File: config.mk
export PLATFORM = sky130hd
export DESIGN_NAME = score_keeper
export DESIGN_NICKNAME = d
export VERILOG_FILES = /design/src/rtl/score_keeper.sv
export SDC_FILE = /design/constraint.sdc
export NUM_CORES = 1
export LEC_CHECK = 0
export ABC_AREA = 1
export CAP_MARGIN = 40
export CORE_MARGIN = 10
export CORE_UTILIZATION = 47
export DETAILED_ROUTE_END_ITERATION = 8
export PLACE_DENSITY_LB_ADDON = 0.15
export REMOVE_ABC_BUFFERS = 1
export SYNTH_ARGS = -nofsm -noshare
export SYNTH_HDL_FRONTEND = slang
export SYNTH_SLANG_ARGS = --single-unit
File: constraint.sdc
create_clock -name clk -period 6.1 [get_ports clk]
set_input_delay 1.525 -clock clk [delete_from_list [all_inputs] [get_ports clk]]
set_output_delay 1.525 -clock clk [all_outputs]
set_load 0.05 [all_outputs]
File: src/rtl/score_keeper.sv
// score_keeper
//   Game-level controller downstream of the collision/scoring stage.
//   Turns the one-cycle start/score/gameEnd pulses into the IDLE/PLAY/OVER
//   game state. Keeps a saturating BCD score and drives active-low
//   7-segment digits. The playing flag gates the bird/pipe logic upstream.
//
//   Optional feature: define HIGH_SCORE_EN to build the best-score register.
//   Without it, best_bcd is tied to zero.
//
//   Parameters
//     DIGITS     number of BCD score digits (1..4)
//
//   Ports
//     clk        in   1          system clock
//     reset      in   1          synchronous, active-high
//     start      in   1          pulse: begin a new game
//     score      in   1          pulse: bird passed a pipe, +1
//     gameEnd    in   1          pulse: collision or bird off-screen
//     playing    out  1          high while in PLAY
//     over       out  1          high while in OVER
//     count_bcd  out  4*DIGITS   current score, digit 0 (LSD) at [3:0]
//     best_bcd   out  4*DIGITS   best score (zero without HIGH_SCORE_EN)
//     hex        out  7*DIGITS   active-low segments {g..a}, digit i at [7i+6:7i]
//
//   state | meaning
//   ------+--------------------------------------------------------------
//   IDLE  | after reset; waits for start, score/gameEnd ignored
//   PLAY  | game running; score pulses count, gameEnd finishes the game
//   OVER  | game finished; score frozen, start begins a new game

module score_keeper #(
    parameter int DIGITS = 3
) (
    input  logic                  clk,
    input  logic                  reset,
    input  logic                  start,
    input  logic                  score,
    input  logic                  gameEnd,
    output logic                  playing,
    output logic                  over,
    output logic [4*DIGITS-1:0]   count_bcd,
    output logic [4*DIGITS-1:0]   best_bcd,
    output logic [7*DIGITS-1:0]   hex
);

    localparam int W = 4 * DIGITS;

    typedef enum logic [1:0] {
        S_IDLE = 2'd0,
        S_PLAY = 2'd1,
        S_OVER = 2'd2
    } state_t;

    state_t         r_state;
    state_t         w_state_nxt;
    logic [W-1:0]   r_count;
    logic [W-1:0]   w_count_nxt;
    logic [W-1:0]   w_count_inc;
    logic           w_all_nines;
    logic           w_end_game;

    // Ripple-carry BCD increment. At all-nines the count holds instead of
    // wrapping to zero.
    always_comb begin
        logic carry;
        w_count_inc = r_count;
        w_all_nines = 1'b1;
        carry       = 1'b1;
        for (int i = 0; i < DIGITS; i++) begin
            if (r_count[4*i +: 4] != 4'd9) begin
                w_all_nines = 1'b0;
            end
            if (carry) begin
                if (r_count[4*i +: 4] == 4'd9) begin
                    w_count_inc[4*i +: 4] = 4'd0;
                end else begin
                    w_count_inc[4*i +: 4] = r_count[4*i +: 4] + 4'd1;
                    carry = 1'b0;
                end
            end
        end
        if (w_all_nines) begin
            w_count_inc = r_count;
        end
    end

    always_comb begin
        w_state_nxt = r_state;
        w_count_nxt = r_count;
        w_end_game  = 1'b0;
        case (r_state)
            S_IDLE: begin
                if (start) begin
                    w_state_nxt = S_PLAY;
                    w_count_nxt = '0;
                end
            end
            S_PLAY: begin
                // gameEnd wins over a coincident score: the point is dropped.
                if (gameEnd) begin
                    w_state_nxt = S_OVER;
                    w_end_game  = 1'b1;
                end else if (score) begin
                    w_count_nxt = w_count_inc;
                end
            end
            S_OVER: begin
                if (start) begin
                    w_state_nxt = S_PLAY;
                    w_count_nxt = '0;
                end
            end
            default: begin
                w_state_nxt = S_IDLE;
                w_count_nxt = '0;
            end
        endcase
    end

    always_ff @(posedge clk) begin
        if (reset) begin
            r_state <= S_IDLE;
            r_count <= '0;
        end else begin
            r_state <= w_state_nxt;
            r_count <= w_count_nxt;
        end
    end

    assign playing   = (r_state == S_PLAY);
    assign over      = (r_state == S_OVER);
    assign count_bcd = r_count;

`ifdef HIGH_SCORE_EN
    logic [W-1:0]   r_best;

    // Plain unsigned compare of the packed BCD vectors equals a digit-wise
    // compare from the MSD, since each nibble only holds 0-9.
    always_ff @(posedge clk) begin
        if (reset) begin
            r_best <= '0;
        end else if (w_end_game && (r_count > r_best)) begin
            r_best <= r_count;
        end
    end

    assign best_bcd = r_best;
`else
    assign best_bcd = '0;
`endif

    function automatic logic [6:0] f_seg(input logic [3:0] digit);
        logic [6:0] seg;
        case (digit)
            4'd0:    seg = 7'b1000000;
            4'd1:    seg = 7'b1111001;
            4'd2:    seg = 7'b0100100;
            4'd3:    seg = 7'b0110000;
            4'd4:    seg = 7'b0011001;
            4'd5:    seg = 7'b0010010;
            4'd6:    seg = 7'b0000010;
            4'd7:    seg = 7'b1111000;
            4'd8:    seg = 7'b0000000;
            4'd9:    seg = 7'b0010000;
            default: seg = 7'h7F;
        endcase
        return seg;
    endfunction

    for (genvar g = 0; g < DIGITS; g++) begin : g_hex
        assign hex[7*g +: 7] = f_seg(r_count[4*g +: 4]);
    end

endmodule
==> results.sh, run 1 <==
export IMPL_outcome="finished clean"
export IMPL_numCtsBuffers=5
export IMPL_drcViolationCount=0
export IMPL_met1_usage_pct=14.1
export IMPL_final_nets=356
export IMPL_cts_resized=0
export IMPL_cts_buffer_depth=2
export IMPL_hold_worst_slack_ns=0.544
export IMPL_syn_inst=286
export IMPL_startpoint="gameEnd"
export IMPL_dp_cells=374
export IMPL_ys_seq_elements=35
export IMPL_syn_area_um2=2170
export IMPL_vias_per_cell=4.79
export IMPL_setup_viol=0
export IMPL_die_w_um=88.0
export IMPL_cts_tree="built"
export IMPL_synth_xor_area_share_pct=0.403
export IMPL_layout_cells_non_filler=381
export IMPL_n_fill_cell=422
export IMPL_gp_congestion=0.823
export IMPL_r2r_start="count_bcd[4]$_SDFFE_PP0N_"
export IMPL_reg2reg_slack_ns=3.68
export IMPL_critPathMaxStageDelay_ns=0.42
export IMPL_cp_num_cells=12
export IMPL_critPathCapture="hex[3]$_DFF_P_"
export IMPL_slowest_stage="clkdlybuf4s50_1"
export IMPL_root_buffer="clkbuf_8"
export IMPL_grt_max_degree=25
export IMPL_cp_data_arrival_time_ns=3.69
export IMPL_h_tree_depth=2
export IMPL_synth_area_mux_share_pct=0
export IMPL_reg2reg_depth=13
export IMPL_dieArea_um2=7750
export IMPL_worst_ir_drop_vdd_v=0.000137
export IMPL_yosysTopAreaCellShare_pct=32.2
export IMPL_grt_pass1_wl_um=7760
export IMPL_drtAntennaViolNets=0
export IMPL_layout_worst_path_cycle_share_pct=57.4
export IMPL_grt_busiest_layer="met2"
export IMPL_met3_usage_pct=4.83
export IMPL_clk_latency_ns=0.29
export IMPL_io_buffer_count=39
export IMPL_avgSynthCellArea_um2=7.60
export IMPL_worst_pin_slew_ns=0.746
export IMPL_vias=1825
export IMPL_syn2layout_area_growth_pct=23.0
export IMPL_first_pass_iters=4
export IMPL_maxCapViolCount=0
export IMPL_multi_input_area_um2=1260
export IMPL_drv_slew=0
export IMPL_synth_top_area_cell="dfxtp_1"
export IMPL_grt_pass1_vias=1738
export IMPL_yosysSeqAreaShare_pct=32.2
export IMPL_p_leak_nw=1.45
export IMPL_drt_iter0_drc=115
export IMPL_min_delay_path_depth=2
export IMPL_skew_ns=0.00391
export IMPL_grt_overflow=0
export IMPL_synth_simple_area_share_pct=38.7
export IMPL_crit_type="in -> reg"
export IMPL_cts_sinks=35
export IMPL_fin_tns_setup_ns=0
export IMPL_critPathBufInv=3
export IMPL_crit_path_start_kind="input pin"
export IMPL_final_layout_size_suffix_gt1_share_pct=13.1
export IMPL_ys_types=30
export IMPL_wl_per_cell_um=12.0
export IMPL_hold_class="reg -> reg"
export IMPL_core_area_um2=4410
export IMPL_synth_area_leaders="dfxtp_1 32%, ha_1 13%, nand2_1 12%, nand3_1 9.4%, inv_1 5.5%"
export IMPL_synth_top_family_by_area="simple AND/OR/NAND/NOR gates"
export IMPL_diodes=0
export IMPL_worst_slack_ns=2.60
export IMPL_ys_async_sr_fraction_pct=0
export IMPL_postCtsSetupRepairBufs=0
export IMPL_die_y_um=88.0
export IMPL_pre_cts_ws_ns=2.27
export IMPL_required_ns=6.28
export IMPL_path_delay_family="simple AND/OR/NAND/NOR gates"
export IMPL_synth_flop_cell="dfxtp_1"
export IMPL_crit_path_end_kind="flip-flop"
export IMPL_regArea_um2=701
export IMPL_fin_crit_ns=3.50
export IMPL_relSlewSlack_pct=50.2
export IMPL_hold_buffers=0
export IMPL_use_met2_pct=20.4
export IMPL_antenna_found_initial=0
export IMPL_fmax_mhz=285
export IMPL_rsz0062_at_grt="no"
export IMPL_crit_top_cell="nand2_1"
export IMPL_hold_viol=0
export IMPL_row_count=24
export IMPL_synth_edff_count=0
export IMPL_crit_chain="clkdlybuf4s50_1 > inv_1 > nand2_1 > a21oi_4 > nand2_8 > o21ai_2 > nand2_1 > inv_1 > ha_1 > nand3b_1 > nand3_1 > nand2_1"
export IMPL_yosys_warnings=0
export IMPL_wl_um=4570
export IMPL_p_per_area_nw_per_um2=229
export IMPL_r2r_end="hex[3]$_DFF_P_"
export IMPL_io_pins=52
export IMPL_cts_clk_slew_worst_paths_ns=0.07
export IMPL_crit_fanout=10
export IMPL_track_usage_pct=12.3
export IMPL_hpwlAfterDp_um=3610
export IMPL_start_util_pct=49.3
export IMPL_synth_compound_area_share_pct=4.14
export IMPL_synth_adder_area_share_pct=12.7
-- final cells by class --
type / count / area share [%]
flip-flops and latches: 35 / 26.2
clock inverters: 1 / 1.12
repair buffers: 39 / 14.6
well taps: 52 / 2.43
multi-input cells: 207 / 47.1
clock buffers: 6 / 2.71
inverters: 41 / 5.85
-- stage by stage --
step	util, %	instance area [um2]	total power, mW
2_1_floorplan	-	2120	0.372
3_3_place_gp	58.3	2570	0.413
3_5_place_dp	58.3	2570	0.414
4_1_cts	60.6	2680	0.617
5_1_grt	60.6	2680	0.646
6_report	60.6	2680	0.612
-- placed cells by master (no fill, tap or decap) --
master           count
o21ai_4              1
nand3b_1             7
o21ai_2              3
nand2_1             70
a21oi_4              1
nand3_4              1
nor2_1              15
dfxtp_1             35
clkdlybuf4s50_1     39
o21ai_0              2
inv_2                8
clkbuf_8             5
nand2_4              7
conb_1              12
nand4_1              6
ha_1                22
a21oi_1              2
or2_2                1
nand3_1             41
nand2_2              9
o21bai_2             1
nand3_2              1
and2_1               1
nor2_4               1
nand2_8              1
clkbuf_1             1
xor2_1               1
inv_1               32
bufinv_16            1
inv_4                1
nand3b_4             1
-- synth_stat cells (all sizes together) (3+ instances only) --
library cell and instances:
dfxtp 35, a21oi 3, nand4 6, nand2 87
nand3 43, inv 41, o21ai 6, ha 22
nand3b 8, buf 13, nor2 16
-- worst min-delay path: cells and delay by family (launching register included) --
kind | cells | cell delay, ns
AOI/OAI and AO/OA | 1 | 0.07
and+or+nand+nor | 1 | 0.08
DFF | 1 | 0.34
-- sequential cells by signal (all words and copies together) (netlist names) --
signal	flops
count_bcd	12
hex	21
r_state	2
-- cells by family after synthesis --
logic type      count (synthesis)
simple gates                  162
buf+inv                        55
flops                          35
fa+ha+maj                      22
compound gates                 10
xor+xnor                        1
other cells                     1
-- layer usage --
layer  share of wire (%)  vias up
met1                  42      810
met2                  48       46
li1                    -      963
met5                   0        -
met4                 1.0        0
met3                 8.8        6
-- how the worst min path moves through the flow --
stage	slack, ns	end	from
6_report	0.54	r_state[1]$_SDFFE_PP0P_	r_state[1]$_SDFFE_PP0P_
5_1_grt	0.57	r_state[1]$_SDFFE_PP0P_	r_state[1]$_SDFFE_PP0P_
4_1_cts	0.53	r_state[1]$_SDFFE_PP0P_	r_state[1]$_SDFFE_PP0P_
3_5_place_dp	0.52	r_state[1]$_SDFFE_PP0P_	r_state[1]$_SDFFE_PP0P_
3_3_place_gp	0.53	r_state[1]$_SDFFE_PP0P_	r_state[1]$_SDFFE_PP0P_
2_1_floorplan	0.48	r_state[1]$_SDFFE_PP0P_	r_state[1]$_SDFFE_PP0P_
-- where the power goes --
group / internal [mW] / switching [mW] / leakage (nW) / total, mW
combinational: 0.0456 / 0.113 / 1.11 / 0.159
sequential: 0.242 / 0.00694 / 0.286 / 0.249
clock: 0.120 / 0.0839 / 0.0513 / 0.204
Power figures use the tool's default switching activity.
==> run 2, diff against run 1 <==
==> constraint.sdc (replaced) <==
create_clock -name clk -period 3.26 [get_ports clk]
set_input_delay 0.815 -clock clk [delete_from_list [all_inputs] [get_ports clk]]
set_output_delay 0.815 -clock clk [all_outputs]
set_load 0.05 [all_outputs]
==> results.sh, run 2 (synthesis results as in run 1) <==
export IMPL_largest_reg_flops=21
export IMPL_crit_fanout=10
export IMPL_crit_path_end_kind="flip-flop"
export IMPL_cts_tree="built"
export IMPL_power_mw=1.07
export IMPL_gp_congestion=0.828
export IMPL_setup_viol=0
export IMPL_p_per_area_nw_per_um2=399
export IMPL_final_common_cell="nand2_1"
export IMPL_hold_worst_slack_ns=0.514
export IMPL_start_util_pct=49.3
export IMPL_track_usage_pct=12.5
export IMPL_hold_class="reg -> reg"
export IMPL_worst_ir_drop_vdd_v=0.000281
export IMPL_wl_met3_um=327
export IMPL_vias=1814
export IMPL_drcViolationCount=0
export IMPL_required_ns=3.44
export IMPL_wl_met1_um=1970
export IMPL_maxCapViolCount=0
export IMPL_final_nets=359
export IMPL_final_layout_size_suffix_gt1_share_pct=14.1
export IMPL_cp_data_arrival_time_ns=2.95
export IMPL_slowest_stage="clkdlybuf4s50_1"
export IMPL_highest_layer="met4"
export IMPL_core_area_um2=4410
export IMPL_h_tree_depth=2
export IMPL_antenna_found_initial=0
export IMPL_hold_buffers=0
export IMPL_cts_buffer_depth=2
export IMPL_grt_overflow=0
export IMPL_vias_per_cell=4.71
export IMPL_fmax_mhz=362
export IMPL_crit_top_cell="nand2_1"
export IMPL_fin_tns_setup_ns=0
export IMPL_fin_crit_ns=2.76
export IMPL_io_pins=52
export IMPL_cts_sinks=35
export IMPL_pre_cts_ws_ns=0.202
export IMPL_row_count=24
export IMPL_wl_per_cell_um=11.7
export IMPL_hpwlAfterDp_um=3630
export IMPL_syn2layout_area_growth_pct=23.2
export IMPL_io_buffer_count=39
export IMPL_final_cell_mix="70 x nand2_1, 41 x nand3_1, 39 x clkdlybuf4s50_1"
export IMPL_drv_slew=0
export IMPL_worst_pin_slew_ns=0.508
export IMPL_outcome="finished clean"
export IMPL_final_core_util_pct=60.7
export IMPL_cts_resized=0
export IMPL_diodes=0
export IMPL_path_delay_family="simple AND/OR/NAND/NOR gates"
export IMPL_worst_slack_ns=0.499
export IMPL_clk_latency_ns=0.29
export IMPL_drtAntennaViolNets=0
export IMPL_reg2reg_slack_ns=0.84
export IMPL_die_w_um=88.0
export IMPL_postCtsSetupRepairBufs=0
export IMPL_skew_ns=0.00383
export IMPL_dieArea_um2=7750
export IMPL_relSlewSlack_pct=66.0
export IMPL_crit_type="in -> reg"
export IMPL_grt_pass1_vias=1777
export IMPL_die_y_um=88.0
export IMPL_cts_clk_slew_worst_paths_ns=0.07
export IMPL_root_buffer="clkbuf_8"
export IMPL_grt_max_degree=17
export IMPL_crit_chain="clkdlybuf4s50_1 > inv_1 > nand2_1 > a21oi_4 > nand2_8 > nand2_2 > o21ai_2 > nand2_1 > inv_1 > ha_1 > nand3b_1 > nand3_1 > nand2_1"
export IMPL_met2_wirelength_um=2120
export IMPL_first_pass_iters=4
export IMPL_crit_path_start_kind="input pin"
export IMPL_p_leak_nw=1.45
export IMPL_hold_viol=0
export IMPL_wl_um=4490
export IMPL_critPathMaxStageDelay_ns=0.42
export IMPL_rsz0062_at_grt="no"
export IMPL_layout_worst_path_cycle_share_pct=84.7
export IMPL_critPathBufInv=3
export IMPL_numCtsBuffers=5
export IMPL_grt_pass1_wl_um=7920
export IMPL_drt_iter0_drc=83
==> run 2: changes by cell type in the layout (fill, tap and decap cells not counted), sizes merged <==
cell	previous run	this run
clkinv	0	1
clkinvlp	0	1
bufinv	1	0
buf	0	3
==> run 2: worst min-delay path, stage by stage (launching register included) <==
cell	delay [ns]
dfxtp_1	0.34
nand2_1	0.07
a21oi_1	0.06
==> run 2: report_power, final <==
| part | switching [mW] | total, mW | internal (mW) |
|---|---|---|---|
| clock | 0.156 | 0.305 | 0.149 |
| combinational | 0.212 | 0.300 | 0.0879 |
| sequential | 0.0134 | 0.466 | 0.453 |
| total | 0.381 | 1.07 | 0.690 |
==> run 2: per-stage QoR <==
stage / cell area (um2) / instances
global placement: 2590 / 377
floorplan: 2120 / 283
detailed placement: 2590 / 377
CTS: 2680 / 385
global route: 2680 / 385
finish: 2680 / 385
==> run 2: cell type report <==
cell class | instances | area (um2)
clock buffers | 6 | 72.6
clock inverters | 2 | 12.5
fillers | 411 | 1730
inverters | 41 | 156
multi-input cells | 207 | 1260
flip-flops and latches | 35 | 701
well taps | 52 | 65.1
repair buffers | 42 | 413
==> run 2: worst paths after layout <==
path	end	start	cells past startpoint
worst max-delay path	hex[3]$_DFF_P_	gameEnd	13
worst min-delay path	r_state[1]$_SDFFE_PP0P_	r_state[1]$_SDFFE_PP0P_	2
worst max register to register	hex[3]$_DFF_P_	count_bcd[4]$_SDFFE_PP0N_	13
worst min register to register	r_state[1]$_SDFFE_PP0P_	r_state[1]$_SDFFE_PP0P_	2
==> run 2: metal layers <==
metal	vias up	track usage (%)
met2	42	20.6
met3	5	4.27
li1	969	-
met1	798	14.4
met4	0	5.14
met5	-	0
==> run 3, diff against run 2 <==
==> constraint.sdc (replaced) <==
create_clock -name clk -period 2.9 [get_ports clk]
set_input_delay 0.725 -clock clk [delete_from_list [all_inputs] [get_ports clk]]
set_output_delay 0.725 -clock clk [all_outputs]
set_load 0.05 [all_outputs]
==> results.sh, run 3 (synthesis results as in run 1) <==
export IMPL_dieArea_um2=7750
export IMPL_first_pass_iters=4
export IMPL_slowest_stage="clkdlybuf4s50_1"
export IMPL_final_nets=363
export IMPL_vias=1840
export IMPL_worst_ir_drop_vdd_v=0.000262
export IMPL_drtAntennaViolNets=0
export IMPL_skew_ns=0.00642
export IMPL_cp_data_arrival_time_ns=2.82
export IMPL_outcome="finished clean"
export IMPL_cts_clk_slew_worst_paths_ns=0.07
export IMPL_hold_buffers=0
export IMPL_power_mw=1.26
export IMPL_setup_viol=0
export IMPL_grt_overflow=0
export IMPL_p_per_area_nw_per_um2=461
export IMPL_gp_congestion=0.831
export IMPL_die_y_um=88.0
export IMPL_track_usage_pct=12.6
export IMPL_largest_reg_flops=21
export IMPL_cts_sinks=35
export IMPL_hpwlAfterDp_um=3630
export IMPL_critPathMaxStageDelay_ns=0.43
export IMPL_fin_tns_setup_ns=0
export IMPL_cts_resized=0
export IMPL_rsz0062_at_grt="no"
export IMPL_row_count=24
export IMPL_io_pins=52
export IMPL_drv_slew=0
export IMPL_worst_pin_slew_ns=0.517
export IMPL_start_util_pct=49.3
export IMPL_p_leak_nw=1.48
export IMPL_layout_worst_path_cycle_share_pct=90.8
export IMPL_final_layout_size_suffix_gt1_share_pct=15.4
export IMPL_grt_pass1_vias=1853
export IMPL_crit_fanout=6
export IMPL_maxCapViolCount=0
export IMPL_root_buffer="clkbuf_8"
export IMPL_reg2reg_depth=12
export IMPL_crit_top_cell="nand2_1"
export IMPL_diodes=0
export IMPL_fin_crit_ns=2.63
export IMPL_crit_path_end_kind="flip-flop"
export IMPL_die_w_um=88.0
export IMPL_core_area_um2=4410
export IMPL_clk_latency_ns=0.28
export IMPL_final_cell_mix="70 x nand2_1, 41 x nand3_1, 39 x clkdlybuf4s50_1"
export IMPL_drt_iter0_drc=76
export IMPL_vias_per_cell=4.73
export IMPL_cts_tree="built"
export IMPL_fmax_mhz=380
export IMPL_hold_class="reg -> reg"
export IMPL_grt_max_degree=14
export IMPL_numCtsBuffers=5
export IMPL_antenna_found_initial=0
export IMPL_wl_per_cell_um=11.8
export IMPL_grt_pass1_wl_um=8100
export IMPL_wl_um=4610
export IMPL_hold_viol=0
export IMPL_postCtsSetupRepairBufs=0
export IMPL_crit_chain="clkdlybuf4s50_1 > inv_1 > nand2_1 > a21oi_4 > nand2_8 > o21ai_0 > nand2_1 > ha_1 > nand3b_1 > nand3_1 > nand2_1"
export IMPL_required_ns=3.08
export IMPL_crit_type="in -> reg"
export IMPL_cts_buffer_depth=2
export IMPL_drcViolationCount=0
export IMPL_relSlewSlack_pct=65.4
export IMPL_final_common_cell="nand2_1"
export IMPL_h_tree_depth=2
export IMPL_crit_path_start_kind="input pin"
export IMPL_min_delay_path_depth=2
export IMPL_io_buffer_count=39
export IMPL_syn2layout_area_growth_pct=25.5
run 3: worst max-delay path, delay by kind of cell:
family	cells	cell delay (ns)
fa+ha+maj	1	0.32
simple gates	6	0.69
buf+inv	2	0.52
compound gates	2	0.58
run 3: final timing paths:
kind	slack (ns)	startpoint	to
worst max register to register	0.58	count_bcd[4]$_SDFFE_PP0N_	hex[3]$_DFF_P_
worst min-delay path	0.52	r_state[1]$_SDFFE_PP0P_	r_state[1]$_SDFFE_PP0P_
worst max-delay path	0.27	gameEnd	hex[3]$_DFF_P_
worst min register to register	0.52	r_state[1]$_SDFFE_PP0P_	r_state[1]$_SDFFE_PP0P_
run 3: final cells by class:
class	count	area [um2]
clock buffers	7	96.3
multi-input cells	207	1260
repair buffers	46	443
well taps	52	65.1
inverters	41	156
clock inverters	1	7.51
flip-flops and latches	35	701
fillers	406	1690
run 3: routing by layer:
layer | GRT usage, % | part of all wire (%) | up-vias
li1 | - | - | 976
met1 | 14.2 | 44 | 828
met2 | 22.1 | 49 | 31
met3 | 4.46 | 6.3 | 5
met4 | 3.42 | 0.87 | 0
met5 | 0 | 0 | -
run 3: power by group:
part	total, mW	internal [mW]	switching, mW
logic	0.344	0.104	0.240
registers	0.523	0.509	0.0146
clock network	0.392	0.216	0.176
total	1.26	0.829	0.430
run 3: per-stage QoR:
step | setup slack, ns | area [um2] | utilization, % | std cells | hold WS [ns]
global placement | 0.0767 | 2630 | 59.5 | 381 | 0.502
floorplan | 0.366 | 2120 | - | 283 | 0.484
detailed placement | -0.0320 | 2630 | 59.5 | 381 | 0.507
CTS | 0.261 | 2730 | 61.8 | 389 | 0.518
global route | 0.161 | 2730 | 61.8 | 389 | 0.568
finish | 0.267 | 2730 | 61.8 | 389 | 0.515
